File: src/rtl/serial_slave_port_v3_if.sv
// Bit-serial bus between a master/interconnect and serial_slave_port_v3.
// The arbiter's split_grant travels with the master side of the bundle.
interface serial_slave_port_v3_if;
  logic mode;
  logic wr_bus;
  logic master_valid;
  logic master_ready;
  logic split_grant;
  logic rd_bus;
  logic slave_ready;
  logic slave_valid;
  logic split;
  logic slave_err;
  logic wr_done;

  modport master (
    output mode, wr_bus, master_valid, master_ready, split_grant,
    input  rd_bus, slave_ready, slave_valid, split, slave_err, wr_done
  );

  modport slave (
    input  mode, wr_bus, master_valid, master_ready, split_grant,
    output rd_bus, slave_ready, slave_valid, split, slave_err, wr_done
  );
endinterface

File: src/rtl/serial_slave_port_v3.sv
// Bit-serial bus slave with internal word memory: MSB-first address/data in,
// MSB-first read data out, optional split release during the read latency.
module serial_slave_port_v3 #(
  parameter int ADDR_WIDTH   = 16,
  parameter int DATA_WIDTH   = 8,
  parameter int MEM_DEPTH    = 64,
  parameter int READ_LATENCY = 4,
  parameter bit SPLIT_EN     = 1'b0
) (
  input  logic                  clk,
  input  logic                  rstn,
  serial_slave_port_v3_if.slave bus
);
  localparam int IDX_W  = $clog2(MEM_DEPTH);
  localparam int MAX_AD = (ADDR_WIDTH > DATA_WIDTH) ? ADDR_WIDTH : DATA_WIDTH;
  localparam int MAX_N  = (MAX_AD > READ_LATENCY) ? MAX_AD : READ_LATENCY;
  localparam int CNT_W  = $clog2(MAX_N + 1);

  localparam logic [CNT_W-1:0]    ADDR_LAST = CNT_W'(ADDR_WIDTH - 1);
  localparam logic [CNT_W-1:0]    DATA_LAST = CNT_W'(DATA_WIDTH - 1);
  localparam logic [CNT_W-1:0]    LAT_LAST  = CNT_W'(READ_LATENCY - 1);
  localparam logic [ADDR_WIDTH:0] DEPTH_EXT = (ADDR_WIDTH + 1)'(MEM_DEPTH);

  typedef enum logic [2:0] {IDLE, ADDR, DATA, WRITE, WAIT, SPLIT, SEND} state_t;

  state_t                  state_reg;
  logic [CNT_W-1:0]        cnt_reg;
  logic [ADDR_WIDTH-1:0]   addr_reg;
  logic [DATA_WIDTH-1:0]   data_reg;
  logic [DATA_WIDTH-1:0]   shift_reg;
  logic                    mode_reg;
  logic                    oor_reg;
  logic                    slave_ready_reg;
  logic                    slave_valid_reg;
  logic                    split_reg;
  logic                    slave_err_reg;
  logic                    wr_done_reg;

  logic [DATA_WIDTH-1:0]   mem [MEM_DEPTH];
  logic [DATA_WIDTH-1:0]   mem_q_reg;

  logic                    accept;
  logic [ADDR_WIDTH-1:0]   addr_full;
  logic                    addr_oor;
  logic                    rd_en;
  logic                    wr_en;

  assign accept    = bus.master_valid & slave_ready_reg;
  assign addr_full = {addr_reg[ADDR_WIDTH-2:0], bus.wr_bus};
  assign addr_oor  = ({1'b0, addr_full} >= DEPTH_EXT);
  // The memory read is issued with the last address bit so the word is ready
  // even when READ_LATENCY is 1.
  assign rd_en     = (state_reg == ADDR) && accept && (cnt_reg == ADDR_LAST) && !mode_reg;
  assign wr_en     = (state_reg == WRITE) && !oor_reg;

  always_ff @(posedge clk) begin
    if (wr_en)
      mem[addr_reg[IDX_W-1:0]] <= data_reg;
    if (rd_en)
      mem_q_reg <= mem[addr_full[IDX_W-1:0]];
  end

  always_ff @(posedge clk) begin
    if (!rstn) begin
      state_reg       <= IDLE;
      cnt_reg         <= '0;
      addr_reg        <= '0;
      data_reg        <= '0;
      shift_reg       <= '0;
      mode_reg        <= 1'b0;
      oor_reg         <= 1'b0;
      slave_ready_reg <= 1'b1;
      slave_valid_reg <= 1'b0;
      split_reg       <= 1'b0;
      slave_err_reg   <= 1'b0;
      wr_done_reg     <= 1'b0;
    end else begin
      wr_done_reg <= 1'b0;
      case (state_reg)
        IDLE: begin
          if (accept) begin
            addr_reg  <= addr_full;
            mode_reg  <= bus.mode;
            cnt_reg   <= CNT_W'(1);
            state_reg <= ADDR;
          end
        end
        ADDR: begin
          if (accept) begin
            addr_reg <= addr_full;
            if (cnt_reg == ADDR_LAST) begin
              cnt_reg <= '0;
              oor_reg <= addr_oor;
              if (mode_reg) begin
                state_reg <= DATA;
              end else begin
                slave_ready_reg <= 1'b0;
                split_reg       <= SPLIT_EN;
                if (SPLIT_EN) state_reg <= SPLIT;
                else          state_reg <= WAIT;
              end
            end else begin
              cnt_reg <= cnt_reg + 1'b1;
            end
          end
        end
        DATA: begin
          if (accept) begin
            data_reg <= {data_reg[DATA_WIDTH-2:0], bus.wr_bus};
            if (cnt_reg == DATA_LAST) begin
              cnt_reg         <= '0;
              slave_ready_reg <= 1'b0;
              wr_done_reg     <= 1'b1;
              slave_err_reg   <= oor_reg;
              state_reg       <= WRITE;
            end else begin
              cnt_reg <= cnt_reg + 1'b1;
            end
          end
        end
        WRITE: begin
          slave_ready_reg <= 1'b1;
          slave_err_reg   <= 1'b0;
          state_reg       <= IDLE;
        end
        WAIT, SPLIT: begin
          // Counter saturates on the last latency cycle; SPLIT then waits for grant.
          if (cnt_reg != LAT_LAST) begin
            cnt_reg <= cnt_reg + 1'b1;
          end else begin
            shift_reg <= oor_reg ? '0 : mem_q_reg;
            if (state_reg == WAIT || bus.split_grant) begin
              cnt_reg         <= '0;
              split_reg       <= 1'b0;
              slave_valid_reg <= 1'b1;
              slave_err_reg   <= oor_reg;
              state_reg       <= SEND;
            end
          end
        end
        SEND: begin
          if (bus.master_ready) begin
            shift_reg <= {shift_reg[DATA_WIDTH-2:0], 1'b0};
            if (cnt_reg == DATA_LAST) begin
              cnt_reg         <= '0;
              slave_valid_reg <= 1'b0;
              slave_err_reg   <= 1'b0;
              slave_ready_reg <= 1'b1;
              state_reg       <= IDLE;
            end else begin
              cnt_reg <= cnt_reg + 1'b1;
            end
          end
        end
        default: state_reg <= IDLE;
      endcase
    end
  end

  assign bus.rd_bus      = shift_reg[DATA_WIDTH-1];
  assign bus.slave_ready = slave_ready_reg;
  assign bus.slave_valid = slave_valid_reg;
  assign bus.split       = split_reg;
  assign bus.slave_err   = slave_err_reg;
  assign bus.wr_done     = wr_done_reg;
endmodule

File: src/flat_wrapper.sv
// flat-port wrapper written by rule: the top's interface ports become plain ports
module serial_slave_port_v3_flat 
#(
  parameter int ADDR_WIDTH   = 16,
  parameter int DATA_WIDTH   = 8,
  parameter int MEM_DEPTH    = 64,
  parameter int READ_LATENCY = 4,
  parameter bit SPLIT_EN     = 1'b0
)
  (clk, rstn, bus_mode, bus_wr_bus, bus_master_valid, bus_master_ready, bus_split_grant, bus_rd_bus, bus_slave_ready, bus_slave_valid, bus_split, bus_slave_err, bus_wr_done);
  serial_slave_port_v3_if bus_i ();
  input  logic clk;
  input  logic rstn;
  input wire logic [$bits(bus_i.mode)-1:0] bus_mode;
  input wire logic [$bits(bus_i.wr_bus)-1:0] bus_wr_bus;
  input wire logic [$bits(bus_i.master_valid)-1:0] bus_master_valid;
  input wire logic [$bits(bus_i.master_ready)-1:0] bus_master_ready;
  input wire logic [$bits(bus_i.split_grant)-1:0] bus_split_grant;
  output wire logic [$bits(bus_i.rd_bus)-1:0] bus_rd_bus;
  output wire logic [$bits(bus_i.slave_ready)-1:0] bus_slave_ready;
  output wire logic [$bits(bus_i.slave_valid)-1:0] bus_slave_valid;
  output wire logic [$bits(bus_i.split)-1:0] bus_split;
  output wire logic [$bits(bus_i.slave_err)-1:0] bus_slave_err;
  output wire logic [$bits(bus_i.wr_done)-1:0] bus_wr_done;
  assign bus_i.mode = bus_mode;
  assign bus_i.wr_bus = bus_wr_bus;
  assign bus_i.master_valid = bus_master_valid;
  assign bus_i.master_ready = bus_master_ready;
  assign bus_i.split_grant = bus_split_grant;
  assign bus_rd_bus = bus_i.rd_bus;
  assign bus_slave_ready = bus_i.slave_ready;
  assign bus_slave_valid = bus_i.slave_valid;
  assign bus_split = bus_i.split;
  assign bus_slave_err = bus_i.slave_err;
  assign bus_wr_done = bus_i.wr_done;
  serial_slave_port_v3 #(.ADDR_WIDTH(ADDR_WIDTH), .DATA_WIDTH(DATA_WIDTH), .MEM_DEPTH(MEM_DEPTH), .READ_LATENCY(READ_LATENCY), .SPLIT_EN(SPLIT_EN)) u_core (.clk(clk), .rstn(rstn), .bus(bus_i));
endmodule
File: config.mk
export PLATFORM = sky130hd
export DESIGN_NAME = serial_slave_port_v3_flat
export DESIGN_NICKNAME = d
export VERILOG_FILES = /design/src/rtl/serial_slave_port_v3_if.sv /design/src/rtl/serial_slave_port_v3.sv /design/src/flat_wrapper.sv
export SDC_FILE = /design/constraint.sdc
export NUM_CORES = 1
export LEC_CHECK = 0
export ABC_AREA = 1
export BUFFER_PORTS_ARGS = -buffer_cell sky130_fd_sc_hd__buf_4
export CELL_PAD_IN_SITES_DETAIL_PLACEMENT = 1
export CELL_PAD_IN_SITES_GLOBAL_PLACEMENT = 1
export CORE_MARGIN = 8
export CORE_UTILIZATION = 55
export DETAILED_ROUTE_END_ITERATION = 7
export GPL_TIMING_DRIVEN = 0
export PLACE_DENSITY_LB_ADDON = 0.1
export REMOVE_ABC_BUFFERS = 1
export SYNTH_ARGS = -nofsm -noshare
export SYNTH_HDL_FRONTEND = slang
export SYNTH_SLANG_ARGS = --single-unit
File: constraint.sdc
create_clock -name clk -period 5.16 [get_ports clk]
set_input_delay 0.516 -clock clk [delete_from_list [all_inputs] [get_ports clk]]
set_output_delay 0.516 -clock clk [all_outputs]
set_load 0.02 [all_outputs]
### Yosys cells after proc, flatten, opt, wreduce, memory -nomap -nowiden

Memories as Yosys holds them, arrays and structs flattened. A register that Yosys moved wholly into a read port is not among the register bits.
Cells that the tools add are included.
W data, S select, Z words.

| cells by class | value |
|---|---|
| $add $sub $neg | 1 |
| magnitude comparators | 1 |
| eq/ne operators | 20 |
| multiplexer cells | 47 |
| bitwise operators | 1 |
| reduce and logical (&&, ||, !) cells | 27 |

Operators by type and width:

| cell | count |
|---|---|
| $mux W5 | 8 |
| $mux W3 | 10 |
| $pmux W5 S5 | 1 |
| $mux W8 | 3 |
| $mux W1 | 19 |
| $ge A16 B7 Y1 const B | 1 |
| $pmux W8 S2 | 1 |
| $pmux W3 S5 | 1 |
| $ne A2 B1 Y1 const B | 6 |
| $reduce_and A6 Y1 | 2 |
| $eq A3 B3 Y1 const B | 3 |
| $reduce_and A3 Y1 | 3 |
| $reduce_and A9 Y1 | 1 |
| $ne A2 B2 Y1 const B | 4 |
| $pmux W1 S4 | 2 |
| $reduce_and A8 Y1 | 1 |
| $reduce_bool A4 Y1 | 2 |
| $reduce_and A7 Y1 | 1 |
| $eq A3 B2 Y1 const B | 2 |
| $reduce_and A2 Y1 | 3 |
| $add A5 B1 Y5 const B | 1 |
| $eq A5 B3 Y1 const B | 1 |
| $eq A5 B4 Y1 const B | 1 |
| $ne A5 B2 Y1 const B | 1 |
| other kinds (12) | 19 |

| word-level totals | value |
|---|---|
| flip-flop bits (word level) | 46 |
| memory bits (writable) | 512 |
| input port bits | 7 |
| output and inout port bits | 6 |
| memories kept | 1 |

Memories:

| name | words | bits a word | read ports | clocked after Yosys merged registers in | wr ports | line | RTL |
|---|---|---|---|---|---|---|---|
| u_core.mem | 64 | 8 | 1 | 1 | 1 | serial_slave_port_v3.sv:39 | `logic [DATA_WIDTH-1:0] mem [MEM_DEPTH];` |

### Longest topological paths before layout

| logic depth | value |
|---|---|
| word-level depth | 5 |
| gate-level depth with buffers | 12 |
| depth with buffers taken out | 11 |

### Worst setup path after synthesis

Ideal clock, no wire load.

| timing | value |
|---|---|
| path kind | flip-flop to flip-flop |
| start | register u_core.addr_reg[0] |
| end | memory u_core.mem[33][0] (enable) |
| setup time | 0.370 ns |
| arrival time | 1.539 ns |
| data required time | 4.790 ns |
| slack | 3.250 ns |
| stages on the path, launching flop included | 8 |
| buffers on the path | 3 |
| period minus slack after synthesis | 1.910 ns |
| cells stage by stage | dfxtp_1 buf_2 inv_2 buf_2 nor2_4 buf_4 nand2_1 nor2_1 |

RTL lines:

| element | line | RTL |
|---|---|---|
| start: declaration | serial_slave_port_v3.sv:28 | `logic [ADDR_WIDTH-1:0] addr_reg;` |
| start signal: assignment | serial_slave_port_v3.sv:82 | `addr_reg <= addr_full;` |
| start signal: assignment | serial_slave_port_v3.sv:90 | `addr_reg <= addr_full;` |
| end: declaration | serial_slave_port_v3.sv:39 |  |

No word-level cell before the write port.

### Worst setup path in the final report

| timing | value |
|---|---|
| start | register u_core.addr_reg[2] |
| end | memory u_core.mem[42][4] (enable) |

No word-level cell before the write port.

==> results_dict.tcl <==
set metrics [dict create \
    syn_area_um2 23800 \
    min_period_ns 4.08 \
    worst_r2r_path_depth 5 \
    max_cap_violations 0 \
    synth-seq-cells 565 \
    antenna_found_initial 0 \
    clock_sinks 565 \
    end_kind "flop" \
    finalSetupViolations 0 \
    worstPathMaxFanout 24 \
    die_w_um 224 \
    worst-setup-path-type "reg2reg" \
    viasPerCell 5.70 \
    synth_simple_gate_area_share_pct 21.7 \
    status "complete, no violations" \
    ys_warn_count 0 \
    chipHeight_um 224 \
    synth_cells 2327 \
    crit_family "simple AND/OR/NAND/NOR gates" \
    synthXorXnorAreaFrac_pct 0.0368 \
    io_pins 13 \
    diodes 0 \
    synth_compound_area_share_pct 3.63 \
    drv_slew 0 \
    postCtsSetupBuffers 0 \
    p_sw_mw 3.78 \
    synth_top_family_by_area "simple AND/OR/NAND/NOR gates" \
    grt_pass1_wl_mm 100 \
    worst_clock_skew_ns 0.0215 \
    power.share.sequential_pct 46.0 \
    grt_overflow_total 0 \
    start_util_pct 55.6 \
    relSlewSlack_pct 8.07 \
    rr_endpoint "u_core.mem[42][4]$_DFFE_PP_" \
    crit_top_cell "inv_1" \
    hold_class "in2reg" \
    clkPwrFrac_pct 33.6 \
    post-synth-top-area-fraction_pct 65.5 \
    wire_per_inst_um 22.5 \
    drt_wl_total_mm 66.0 \
    whs_ns 0.203 \
    utilization_pct 61.4 \
    worstPathRequired_ns 5.38 \
    cpPeakStageDelay_ns 1.20 \
    htree_levels 2 \
    crit_chain "inv_1 -> nand2_1 -> inv_1 -> nand2_2 -> nor2_1" \
    p_comb_share_pct 20.4 \
    yosys.area.top_type "edfxtp_1" \
    synth_adder_area_share_pct 0.105 \
    rows 76 \
    dp_hpwl_mm 39.3 \
    syn_avg_cell_area_um2 10.2 \
    power.leakage_nw 10.4 \
    switching_share_pct 31.6 \
    finalWorstSetupSlack_ns 1.08 \
    cts_tree "done" \
    cts_hold_buf 0 \
    cts-buffers-inserted 57 \
    synthMuxAreaShare_pct 0 \
    synthDistinctLibCells 32 \
    drcViolationCount 0 \
    synth-seq-area-share_pct 69.3 \
    rsz0062_at_grt "false" \
    hold_start "bus_mode" \
    worst_pin_slew_ns 1.38 \
    hold_path_end "u_core.mode_reg$_SDFFE_PN0P_" \
    core-area_um2 42900 \
    root_buffer "clkbuf_16" \
    worst_ep_arrival_time_ns 4.31 \
    final_antenna_net_count 0 \
    clkSlewWorstSetupHoldPaths_ns 0.06 \
    p_int_mw 8.17 \
    cp-start-kind "flop" \
    grt_pass1_vias 17300 \
    layout.cells.non_filler 2935 \
    grt_max_degree 153 \
    die_area_um2 50200 \
    numPlacedInstances 2831 \
    post-place-ws_ns 1.18 \
    cp_num_buf_inv 2 \
    cpMaxStageDelayCell "inv_1" \
    vdd_drop_max_v 0.000295 \
    area_growth_pct 10.5 \
    cellPowerDensity_nw_per_um2 454 \
    r2r_start "u_core.addr_reg[2]$_SDFFE_PN0P_" \
    drive_gt1_share_pct 6.13 \
    num_vias 16700 \
    ys_top_cells_by_area "edfxtp_1 66%, nand2_1 13%, nand3_1 4.1%" \
    largest_reg_flops 512 \
    drt_iter0_drc 1394 \
    fmax_mhz 245 \
    drt_pass1_iterations 5 \
    r2r_slack_ns 1.08 \
    portBuffers 11 \
    cts_resized 0 \
    finalHoldViolations 0 \
    cts_buffer_depth 3 \
    gp_congestion 0.845 \
    grt_usage_pct 26.1 \
    clk_latency_ns 0.61 \
    nets 2316 \
    final.period_utilization_pct 79.1 \
    hold_depth 3 \
]
area by class of cell:
type,count,area [µm²]
flip-flops and latches,565,16500
multi-input cells,1458,6090
clock inverters,31,287
inverters,198,756
fillers,4520,16600
clock buffers,71,1480
well taps,585,732
repair buffers,27,447
stage by stage:
step                      instance area, µm²  power [mW]  setup TNS, ns
after CTS                              26300        12.0              0
final                                  26300        11.9              0
after floorplan                        23300        6.83              0
after global routing                   26300        12.3              0
after detailed placement               24500        7.95              0
after global placement                 24200        7.89       -1479.10
synthesized netlist by cell type:
cell and n:
nor2_1 233, nor4_1 3, conb_1 1, o21ai_1 2, o21ai_2 2, o21ai_0 86
nor2_8 1, nand2_2 9, xor2_1 1, buf_2 59, nor3_1 2, a21boi_0 1
ha_1 2, nand2_4 1, nand4_1 3, clkinv_1 2, nor2_2 5, nand3_1 195
nand3_2 1, a21oi_1 77, nor3_2 1, dfxtp_1 45, inv_2 11, nand3b_1 1
nor2_4 3, buf_1 9, buf_4 4, edfxtp_1 520, clkbuf_1 34, a22oi_1 2
nand2_1 826, inv_1 185
how the worst max path moves through the flow:
stage                                     from                          end  slack, ns  cells past startpoint
3_5_place_dp   u_core.addr_reg[1]$_SDFFE_PN0P_  u_core.mem[42][4]$_DFFE_PP_       1.18                      4
4_1_cts        u_core.addr_reg[2]$_SDFFE_PN0P_  u_core.mem[42][4]$_DFFE_PP_       1.14                      5
2_1_floorplan  u_core.addr_reg[0]$_SDFFE_PN0P_  u_core.mem[57][0]$_DFFE_PP_       0.15                      4
3_3_place_gp   u_core.addr_reg[0]$_SDFFE_PN0P_  u_core.mem[57][0]$_DFFE_PP_      -5.61                      4
5_1_grt        u_core.addr_reg[2]$_SDFFE_PN0P_  u_core.mem[42][4]$_DFFE_PP_       0.99                      5
6_report       u_core.addr_reg[2]$_SDFFE_PN0P_  u_core.mem[42][4]$_DFFE_PP_       1.08                      5
worst min-delay path, stage by stage:
cell     delay, ns
buf_4         0.11
nand3_1       0.07
a21oi_1       0.06
power groups by stage:
stage	Sequential (mW)	Combinational, mW	Clock [mW]
floorplan	5.53	1.29	0
global placement	5.74	2.14	0
detailed placement	5.58	2.37	0
CTS	5.49	2.41	4.06
global route	5.50	2.65	4.19
finish	5.49	2.44	4.01
layout by cell type, fill, tap and decap left out, types with 10 or more instances in the layout:
master     instances
buf_4             10
clkbuf_16         57
nand2_1          826
clkinv_1          17
inv_1            185
edfxtp_1         520
clkbuf_1          14
nor2_1           232
o21ai_0           86
a21oi_1           77
dfxtp_1           36
nand3_1          195
per-layer routing:
layer / wire length (µm) / GRT usage, % / vias up / part of all wire [%]
met5: 0 / 0 / - / 0
met4: 2230 / 8.96 / 0 / 3.4
met3: 3560 / 4.28 / 126 / 5.4
met2: 33200 / 45.8 / 474 / 50
met1: 27000 / 32.7 / 8494 / 41
li1: - / - / 7626 / -
cells by family (layout without fill, tap and decap cells):
logic type	count (synthesis)	in the layout
fa+ha+maj	2	2
other cells	1	1
simple gates	1284	1284
xor+xnor	1	1
flops	565	565
buf+inv	304	327
compound gates	170	170
Power figures use the tool's default switching activity.
